File: config.mk
export PLATFORM = sky130hd
export DESIGN_NAME = sobel_gradient_engine
export DESIGN_NICKNAME = d
export VERILOG_FILES = /design/src/rtl/sobel_pkg.sv /design/src/rtl/sobel_kernel_sum.sv /design/src/rtl/sobel_gradient_engine.sv
export SDC_FILE = /design/constraint.sdc
export NUM_CORES = 1
export LEC_CHECK = 0
export ABC_AREA = 1
export ABC_CLOCK_PERIOD_IN_PS = 6600
export CAP_MARGIN = 20
export CORE_ASPECT_RATIO = 2
export CORE_MARGIN = 5
export CORE_UTILIZATION = 59
export DETAILED_ROUTE_END_ITERATION = 7
export GPL_ROUTABILITY_DRIVEN = 0
export PLACE_DENSITY = 0.9
export SYNTH_ARGS = -nofsm -noshare
export SYNTH_HDL_FRONTEND = slang
export SYNTH_SLANG_ARGS = --single-unit
File: constraint.sdc
create_clock -name clk -period 6.6 [get_ports clk]
set_input_delay 1.32 -clock clk [delete_from_list [all_inputs] [get_ports clk]]
set_output_delay 1.32 -clock clk [all_outputs]
set_load 0.005 [all_outputs]
File: src/rtl/sobel_pkg.sv
// Shared definitions for the Sobel gradient engine.
//   SOBEL_LAT     : register stages between input acceptance and the output
//   SOBEL_MAX_W   : internal width of the stage record gradient fields;
//                   supports PIX_W up to 13
//   P0..P8        : window pixel indices, row-major, P0 = top-left
//   sobel_stage_t : stage record {valid, gx, gy}
//   sobel_abs     : absolute value of a stage-record gradient
package sobel_pkg;

    localparam int SOBEL_LAT   = 3;
    localparam int SOBEL_MAX_W = 16;

    localparam int P0 = 0;
    localparam int P1 = 1;
    localparam int P2 = 2;
    localparam int P3 = 3;
    localparam int P4 = 4;
    localparam int P5 = 5;
    localparam int P6 = 6;
    localparam int P7 = 7;
    localparam int P8 = 8;

    typedef struct packed {
        logic                          valid;
        logic signed [SOBEL_MAX_W-1:0] gx;
        logic signed [SOBEL_MAX_W-1:0] gy;
    } sobel_stage_t;

    // Gradients never reach the most negative value, so the negation cannot wrap.
    function automatic logic [SOBEL_MAX_W-1:0] sobel_abs(input logic signed [SOBEL_MAX_W-1:0] v);
        return v[SOBEL_MAX_W-1] ? -v : v;
    endfunction

endpackage

File: src/rtl/sobel_kernel_sum.sv
// 1-2-1 weighted sum a + 2b + c of three unsigned pixels (combinational).
//   a_i, b_i, c_i : unsigned pixels, PIX_W bits
//   sum_o         : unsigned sum, PIX_W+2 bits (the result cannot overflow)
module sobel_kernel_sum #(
    parameter int PIX_W = 8
) (
    input  logic [PIX_W-1:0] a_i,
    input  logic [PIX_W-1:0] b_i,
    input  logic [PIX_W-1:0] c_i,
    output logic [PIX_W+1:0] sum_o
);

    assign sum_o = {2'b00, a_i} + {1'b0, b_i, 1'b0} + {2'b00, c_i};

endmodule

File: src/rtl/sobel_gradient_engine.sv
// Three-stage pipelined 3x3 Sobel operator with valid/ready on both sides.
//   S1: four 1-2-1 partial sums.  S2: Gx/Gy differences.
//   S3: |Gx|+|Gy|, threshold compare; S3 is the output register.
// Ports:
//   clk, rst                       clock, synchronous active-high reset
//   enable                         1 = accept new windows
//   in_valid/in_ready/in_pixels    window input, p0 at MSB .. p8 at LSB
//   threshold                      edge threshold, sampled when S3 loads
//   out_valid/out_ready            result handshake
//   out_gx, out_gy (signed), out_mag, out_edge   result
//   busy                           any stage holds valid data
//   count_clear, edge_count        saturating count of delivered edge results
module sobel_gradient_engine
    import sobel_pkg::*;
#(
    parameter  int PIX_W  = 8,
    parameter  int CNT_W  = 16,
    localparam int GRAD_W = PIX_W + 3
) (
    input  logic                     clk,
    input  logic                     rst,
    input  logic                     enable,
    input  logic                     in_valid,
    output logic                     in_ready,
    input  logic [9*PIX_W-1:0]       in_pixels,
    input  logic [GRAD_W-1:0]        threshold,
    output logic                     out_valid,
    input  logic                     out_ready,
    output logic signed [GRAD_W-1:0] out_gx,
    output logic signed [GRAD_W-1:0] out_gy,
    output logic [GRAD_W-1:0]        out_mag,
    output logic                     out_edge,
    output logic                     busy,
    input  logic                     count_clear,
    output logic [CNT_W-1:0]         edge_count
);

    // Unpack the window so the kernel taps read as named pixel indices.
    logic [PIX_W-1:0] pix [9];
    for (genvar gi = 0; gi < 9; gi++) begin : g_unpack
        assign pix[gi] = in_pixels[(8-gi)*PIX_W +: PIX_W];
    end

    logic [PIX_W+1:0] gx_pos_d, gx_neg_d, gy_pos_d, gy_neg_d;

    sobel_kernel_sum #(.PIX_W(PIX_W)) u_gx_pos (
        .a_i(pix[P2]), .b_i(pix[P5]), .c_i(pix[P8]), .sum_o(gx_pos_d));
    sobel_kernel_sum #(.PIX_W(PIX_W)) u_gx_neg (
        .a_i(pix[P0]), .b_i(pix[P3]), .c_i(pix[P6]), .sum_o(gx_neg_d));
    sobel_kernel_sum #(.PIX_W(PIX_W)) u_gy_pos (
        .a_i(pix[P6]), .b_i(pix[P7]), .c_i(pix[P8]), .sum_o(gy_pos_d));
    sobel_kernel_sum #(.PIX_W(PIX_W)) u_gy_neg (
        .a_i(pix[P0]), .b_i(pix[P1]), .c_i(pix[P2]), .sum_o(gy_neg_d));

    // Pipeline state
    logic                     s1_valid_q;
    logic [PIX_W+1:0]         gx_pos_q, gx_neg_q, gy_pos_q, gy_neg_q;
    sobel_stage_t             s2_q, s2_d;
    logic                     out_valid_q;
    logic signed [GRAD_W-1:0] out_gx_q, out_gy_q;
    logic [GRAD_W-1:0]        out_mag_q, mag_d;
    logic                     out_edge_q;
    logic [CNT_W-1:0]         edge_count_q;

    // The whole pipeline moves as one unit: it only holds when the output
    // register is full and not being taken, so no bubble is ever squeezed.
    logic advance, accept;
    assign advance  = !out_valid_q || out_ready;
    assign in_ready = enable && advance && !rst;
    assign accept   = in_valid && in_ready;

    logic signed [GRAD_W-1:0] gx_diff, gy_diff;
    assign gx_diff = $signed({1'b0, gx_pos_q}) - $signed({1'b0, gx_neg_q});
    assign gy_diff = $signed({1'b0, gy_pos_q}) - $signed({1'b0, gy_neg_q});

    always_comb begin
        s2_d       = s2_q;
        s2_d.valid = s1_valid_q;
        if (s1_valid_q) begin
            s2_d.gx = SOBEL_MAX_W'(gx_diff);
            s2_d.gy = SOBEL_MAX_W'(gy_diff);
        end
    end

    // |Gx|+|Gy| is bounded by 8*(2^PIX_W-1), so it always fits in GRAD_W.
    assign mag_d = GRAD_W'(sobel_abs(s2_q.gx) + sobel_abs(s2_q.gy));

    always_ff @(posedge clk) begin
        if (rst) begin
            s1_valid_q  <= 1'b0;
            gx_pos_q    <= '0;
            gx_neg_q    <= '0;
            gy_pos_q    <= '0;
            gy_neg_q    <= '0;
            s2_q        <= '0;
            out_valid_q <= 1'b0;
            out_gx_q    <= '0;
            out_gy_q    <= '0;
            out_mag_q   <= '0;
            out_edge_q  <= 1'b0;
        end else if (advance) begin
            s1_valid_q <= accept;
            if (accept) begin
                gx_pos_q <= gx_pos_d;
                gx_neg_q <= gx_neg_d;
                gy_pos_q <= gy_pos_d;
                gy_neg_q <= gy_neg_d;
            end
            s2_q        <= s2_d;
            out_valid_q <= s2_q.valid;
            // Result data only changes when a real result arrives.
            if (s2_q.valid) begin
                out_gx_q   <= s2_q.gx[GRAD_W-1:0];
                out_gy_q   <= s2_q.gy[GRAD_W-1:0];
                out_mag_q  <= mag_d;
                out_edge_q <= (mag_d > threshold);
            end
        end
    end

    // Clear wins over a same-cycle increment.
    always_ff @(posedge clk) begin
        if (rst || count_clear) begin
            edge_count_q <= '0;
        end else if (out_valid_q && out_ready && out_edge_q && (edge_count_q != '1)) begin
            edge_count_q <= edge_count_q + CNT_W'(1);
        end
    end

    assign out_valid  = out_valid_q;
    assign out_gx     = out_gx_q;
    assign out_gy     = out_gy_q;
    assign out_mag    = out_mag_q;
    assign out_edge   = out_edge_q;
    assign busy       = s1_valid_q || s2_q.valid || out_valid_q;
    assign edge_count = edge_count_q;

endmodule

==> Word level (Yosys, flattened, before mapping) <==
Cells that the tools add are included.
{ "classes": {"addsub": 14, "n_lt_le_gt_ge": 1, "n_eq_ne": 1, "n_mux": 2, "n_reduce_logical": 15} }
{ "op_table": {"columns": ["op", "count"], "rows": [
  ["$add 10x8->10", 4],
  ["$add 8x9->10", 4],
  ["$mux 11", 2],
  ["$neg 11->11", 2],
  ["$sub 10x10->11", 2],
  ["$add 16x1->16 const B", 1],
  ["$ne 16x16->1 const B", 1],
  ["$add 11x11->11", 1],
  ["$gt 11x11->1", 1],
  ["$logic_and 1x1->1", 6],
  ["$reduce_and 2->1", 3],
  ["$logic_or 1x1->1", 4],
  ["$logic_not 1->1", 2]
]} }
{ "word_totals": {"reg_bits": 115, "elab_cells": 47} }

==> Logic depth before layout (Yosys ltp) <==
{ "logic_depth": {"depth_word": 6, "ltp_mapped": 23, "mapped_depth_nobuf": 23} }

==> Modules after synthesis <==
From an unflattened synthesis, not the netlist that was laid out.
{ "unflattened": {"hier_cells": 1222, "area_unflattened_um2": 8544.4} }
{ "modules_own_cells": {"columns": ["module", "n_inst", "cells_per_inst", "area_each_um2", "seq_area_each_um2"], "rows": [
  ["sobel_gradient_engine", 1, 954, 6557.5, 2302.2],
  ["sobel_kernel_sum", 4, 67, 496.7, 0.0]
]} }

==> Worst setup path before layout <==
No wires, ideal clock.
{ "synth_path": {"kind": "input to register", "from": "input in_pixels[17]", "to": "register gx_neg_q[7]", "setup_ps": 119, "arrival_time_ps": 2972, "required_time_ps": 6481, "path_slack_ps": 3509, "cell_stages": 9, "n_path_buf": 0, "path_cell_list": "fa_1 ha_1 inv_1 fa_1 nand3b_1 nand2_1 a21oi_1 xor2_1 o21ai_1"} }
{ "synth_via": {"elab_chain_len": 1} }
{ "synth_rtl": {"columns": ["element", "line_no", "rtl"], "rows": [
  ["from (decl)", "sobel_gradient_engine.sv:25", "input logic [9*PIX_W-1:0] in_pixels,"],
  ["$add 10x8->10", "sobel_kernel_sum.sv:13", "assign sum_o = {2'b00, a_i} + {1'b0, b_i, 1'b0} + {2'b00, c_i};"],
  ["to (signal assigned)", "sobel_gradient_engine.sv:105", "gx_neg_q <= gx_neg_d;"],
  ["to (decl)", "sobel_gradient_engine.sv:57", "logic [PIX_W+1:0] gx_pos_q, gx_neg_q, gy_pos_q, gy_neg_q;"]
]} }
Every way passes these cells.
A chain may end at the register's enable or synchronous reset.

==> Final worst setup path <==
{ "layout_path": {"from": "input rst", "to": "output in_ready"} }
{ "layout_via": {"elab_chain_len": 2} }
{ "layout_rtl": {"columns": ["element", "line_no", "rtl"], "rows": [
  ["from (decl)", "sobel_gradient_engine.sv:21", "input logic rst,"],
  ["$logic_not 1->1", "sobel_gradient_engine.sv:69", "assign in_ready = enable && advance && !rst;"],
  ["$logic_and 1x1->1", "sobel_gradient_engine.sv:69", null],
  ["to (decl)", "sobel_gradient_engine.sv:24", "output logic in_ready,"]
]} }
Every way passes these cells.

==> metrics.log <==
INFO  metric unrepaired_setup_endpoints_after_global_routing = false
INFO  metric synth.cell_area = 0.00854 mm²
INFO  metric ys_top_cells_by_area = dfxtp_1, ha_1, nand2_1, inv_1, fa_1
INFO  metric multi_input_comb_area = 0.00536 mm²
INFO  metric postSynthRegisterBits = 115
INFO  metric maxClockFrequency = 0.243 GHz
INFO  metric clkTransAtPathRegs = 0.05 ns
INFO  metric cts.repair_timing.setup_buffer_count = 0
INFO  metric globalRouteTotalUtil = 28.9%
INFO  metric worst_vdd_ir = 0.117 mV
INFO  metric hold_violations = 0
INFO  metric grt_pass1_vias = 8,540
INFO  metric drcViolationCount = 0
INFO  metric p_leak = 4.95 nW
INFO  metric start_util = 59.8%
INFO  metric dp_hpwl = 18.4 mm
INFO  metric placed_cells_incl_taps = 1,490
INFO  metric max_slew_margin = 44.3%
INFO  metric drtIter0Drc = 555
INFO  metric min_path_type = reg -> reg
INFO  metric worst-r2r-setup-slack = 3.07 ns
INFO  metric cts_sinks = 115
INFO  metric finish.cell_count_without_fillers = 1,522
INFO  metric synth_net_count = 1,398
INFO  metric worst_skew_late_latency = 0.42 ns
INFO  metric synth_flop_cell = dfxtp_1
INFO  metric critical_path_class = in -> out
INFO  metric run_status = complete, no violations
INFO  metric tritoncts = yes
INFO  metric grt_antenna_before_repair = 0
INFO  metric pin_count_of_the_biggest_net_entering_global_routing = 67
INFO  metric post_cts_resized = 0
INFO  metric number_of_enable_type_register_cells_in_the_synthesized_netlist = 0
INFO  metric clock_skew = 0.00707 ns
INFO  metric core-area = 0.0143 mm²
INFO  metric max_slew.worst_pin.slew = 0.834 ns
INFO  metric antenna_violating_nets_post_route = 0
INFO  metric most_frequently_used_cell_type_in_the_post_synthesis_netlist = nand2_1
INFO  metric avgRoutedWirePerCell = 16.0 µm
INFO  metric timing.critical_path.required = 5.28 ns
INFO  metric final-setup-viol-count = 0
INFO  metric synthesized_area_divided_by_synthesized_cell_count = 7.15 µm²
INFO  metric post-synth-top-area-fraction = 27.0%
INFO  metric drtPass1Iterations = 5
INFO  metric grt_first_pass_wirelength = 39.3 mm
INFO  metric max_cap_violations = 0
INFO  metric fin_tns_setup = 0 ns
INFO  metric yosysWarnings = 0
INFO  metric critical_path_peak_fanout = 36
INFO  metric diodes_inserted = 0
INFO  metric yosys-top-cells-count = nand2_1, inv_1, dfxtp_1
INFO  metric worstPathArrival = 2.79 ns
INFO  metric route.vias.total = 8,581
INFO  metric synth.yosys.seq_area_share = 27.0%
INFO  metric grt_overflow_total = 0
INFO  metric final_max_slew_viol_count = 0
INFO  metric width_of_the_die = 95.1 µm
INFO  metric root_buffer = clkbuf_16
INFO  metric die_h = 180 µm
INFO  metric layout-area-overhead-vs-synth = 24.3%
INFO  metric via_per_inst = 5.64
INFO  metric synthDominantAreaCellType = dfxtp_1
INFO  metric critPathLaunchType = primary input
INFO  metric async_reset_ff_share = 0%
INFO  metric floorplan.io_pins = 142
INFO  metric numPortBuffers = 133
INFO  metric fillerInstances = 1,041
INFO  metric max-clock-path-buffers = 2
INFO  metric finish.net_count = 1,521
INFO  metric combined_flip_flop_and_latch_cell_area = 0.00230 mm²
INFO  metric cts.htree.levels = 4
INFO  metric route.final.wire_length = 24.4 mm
INFO  metric finalWorstPathRequiredPeriod = 4.11 ns
INFO  metric synthCells = 1,194
INFO  metric worstSetupEndpointType = primary output
INFO  metric layout_worst_path_cycle_share = 62.3%
INFO  metric post_synth_num_cell_types = 37
INFO  metric pwr_density_cell = 236 mW/mm²
INFO  metric cts-hold-fix-buffers = 0
INFO  metric floorplan.die_area = 0.0171 mm²
INFO  metric share_of_post_route_cells_with_drive_strength_above_1 = 4.66%
INFO  metric numCtsBuffers = 17
INFO  metric floorplan.rows = 62
==> power by group <==
part / internal [mW] / leakage (nW) / total (mW) / switching (mW)
Combinational: 0.309 / 3.71 / 0.767 / 0.459
Sequential: 0.734 / 0.938 / 0.758 / 0.0241
Clock: 0.633 / 0.300 / 0.979 / 0.346
Total: 1.68 / 4.95 / 2.50 / 0.829
==> placed cells by master, fill, tap and decap left out, types with 5 or more instances in the layout <==
cell type,count
nor2_1,80
xnor2_1,9
o21bai_1,7
ha_1,80
nand2_1,242
o31ai_1,8
a21oi_1,113
nand3b_1,6
clkbuf_16,17
a21oi_2,8
buf_4,5
clkdlybuf4s50_1,133
inv_1,188
nor3_1,6
xor2_1,34
o21a_1,5
o21ai_1,16
fa_1,35
nand3_1,72
nand4_1,27
dfxtp_1,115
o21ai_0,83
==> area by class of cell <==
type | instances | area share [%]
Multi-Input combinational cell | 854 | 50.5
Timing Repair Buffer | 138 | 12.9
Sequential cell | 115 | 21.7
Inverter | 191 | 6.75
Tap cell | 192 | 2.26
Clock inverter | 15 | 1.93
Clock buffer | 17 | 4.01
==> cell families (layout without fill, tap and decap cells) <==
kind of cell             after synthesis  count (layout)  synth area share (%)
AND/OR/NAND/NOR                      445             445                  22.3
AO/OA/AOI/OAI                        251             251                  16.0
buffers and inverters                225             361                  10.4
adder cells (fa/ha/maj)              115             115                  19.9
flip-flops                           115             115                  27.0
XOR/XNOR                              43              43                  4.41
==> final timing paths <==
| check | start | end | cells past startpoint |
|---|---|---|---|
| worst max register to register | s2_q[0]$_SDFFE_PP0P_ | out_edge$_SDFFE_PP0P_ | 18 |
| worst max-delay path | rst | in_ready | 6 |
| worst min-delay path | gy_neg_q[0]$_SDFFE_PP0P_ | gy_neg_q[0]$_SDFFE_PP0P_ | 2 |
| worst min register to register | gy_neg_q[0]$_SDFFE_PP0P_ | gy_neg_q[0]$_SDFFE_PP0P_ | 2 |
==> stage by stage <==
stage / worst slack [ns] / cell area [µm²] / total power [mW] / util (%) / hold WS (ns)
floorplan: 3.51 / 8540 / 1.29 / - / 0.433
global placement: 2.50 / 9980 / 1.47 / 69.9 / 0.445
detailed placement: 2.48 / 9980 / 1.51 / 69.9 / 0.461
CTS: 2.48 / 10600 / 2.49 / 74.4 / 0.479
global route: 2.40 / 10600 / 2.64 / 74.4 / 0.495
finish: 2.49 / 10600 / 2.50 / 74.4 / 0.480
==> per-layer routing <==
metal | global-route usage [%] | wire length [µm]
met5 | 0 | 0
met4 | 19.8 | 1640
met3 | 4.72 | 1340
met2 | 55.1 | 13400
met1 | 26.3 | 8020
==> critical path: stages <==
cell	delay [ns]
clkdlybuf4s50_1	0.45
buf_4	0.37
inv_2	0.07
nand2_1	0.08
nor2_2	0.04
clkdlybuf4s50_1	0.45
==> state kept, by name, indices dropped and copies added (netlist names) <==
register	cells
gx_neg_q	10
gy_neg_q	10
gx_pos_q	10
out_gy	11
s1_valid_q	1
edge_count	16
out_valid	1
out_gx	11
out_edge	1
s2_q	23
gy_pos_q	10
out_mag	11
No activity file was read; power rests on OpenSTA's default activity.
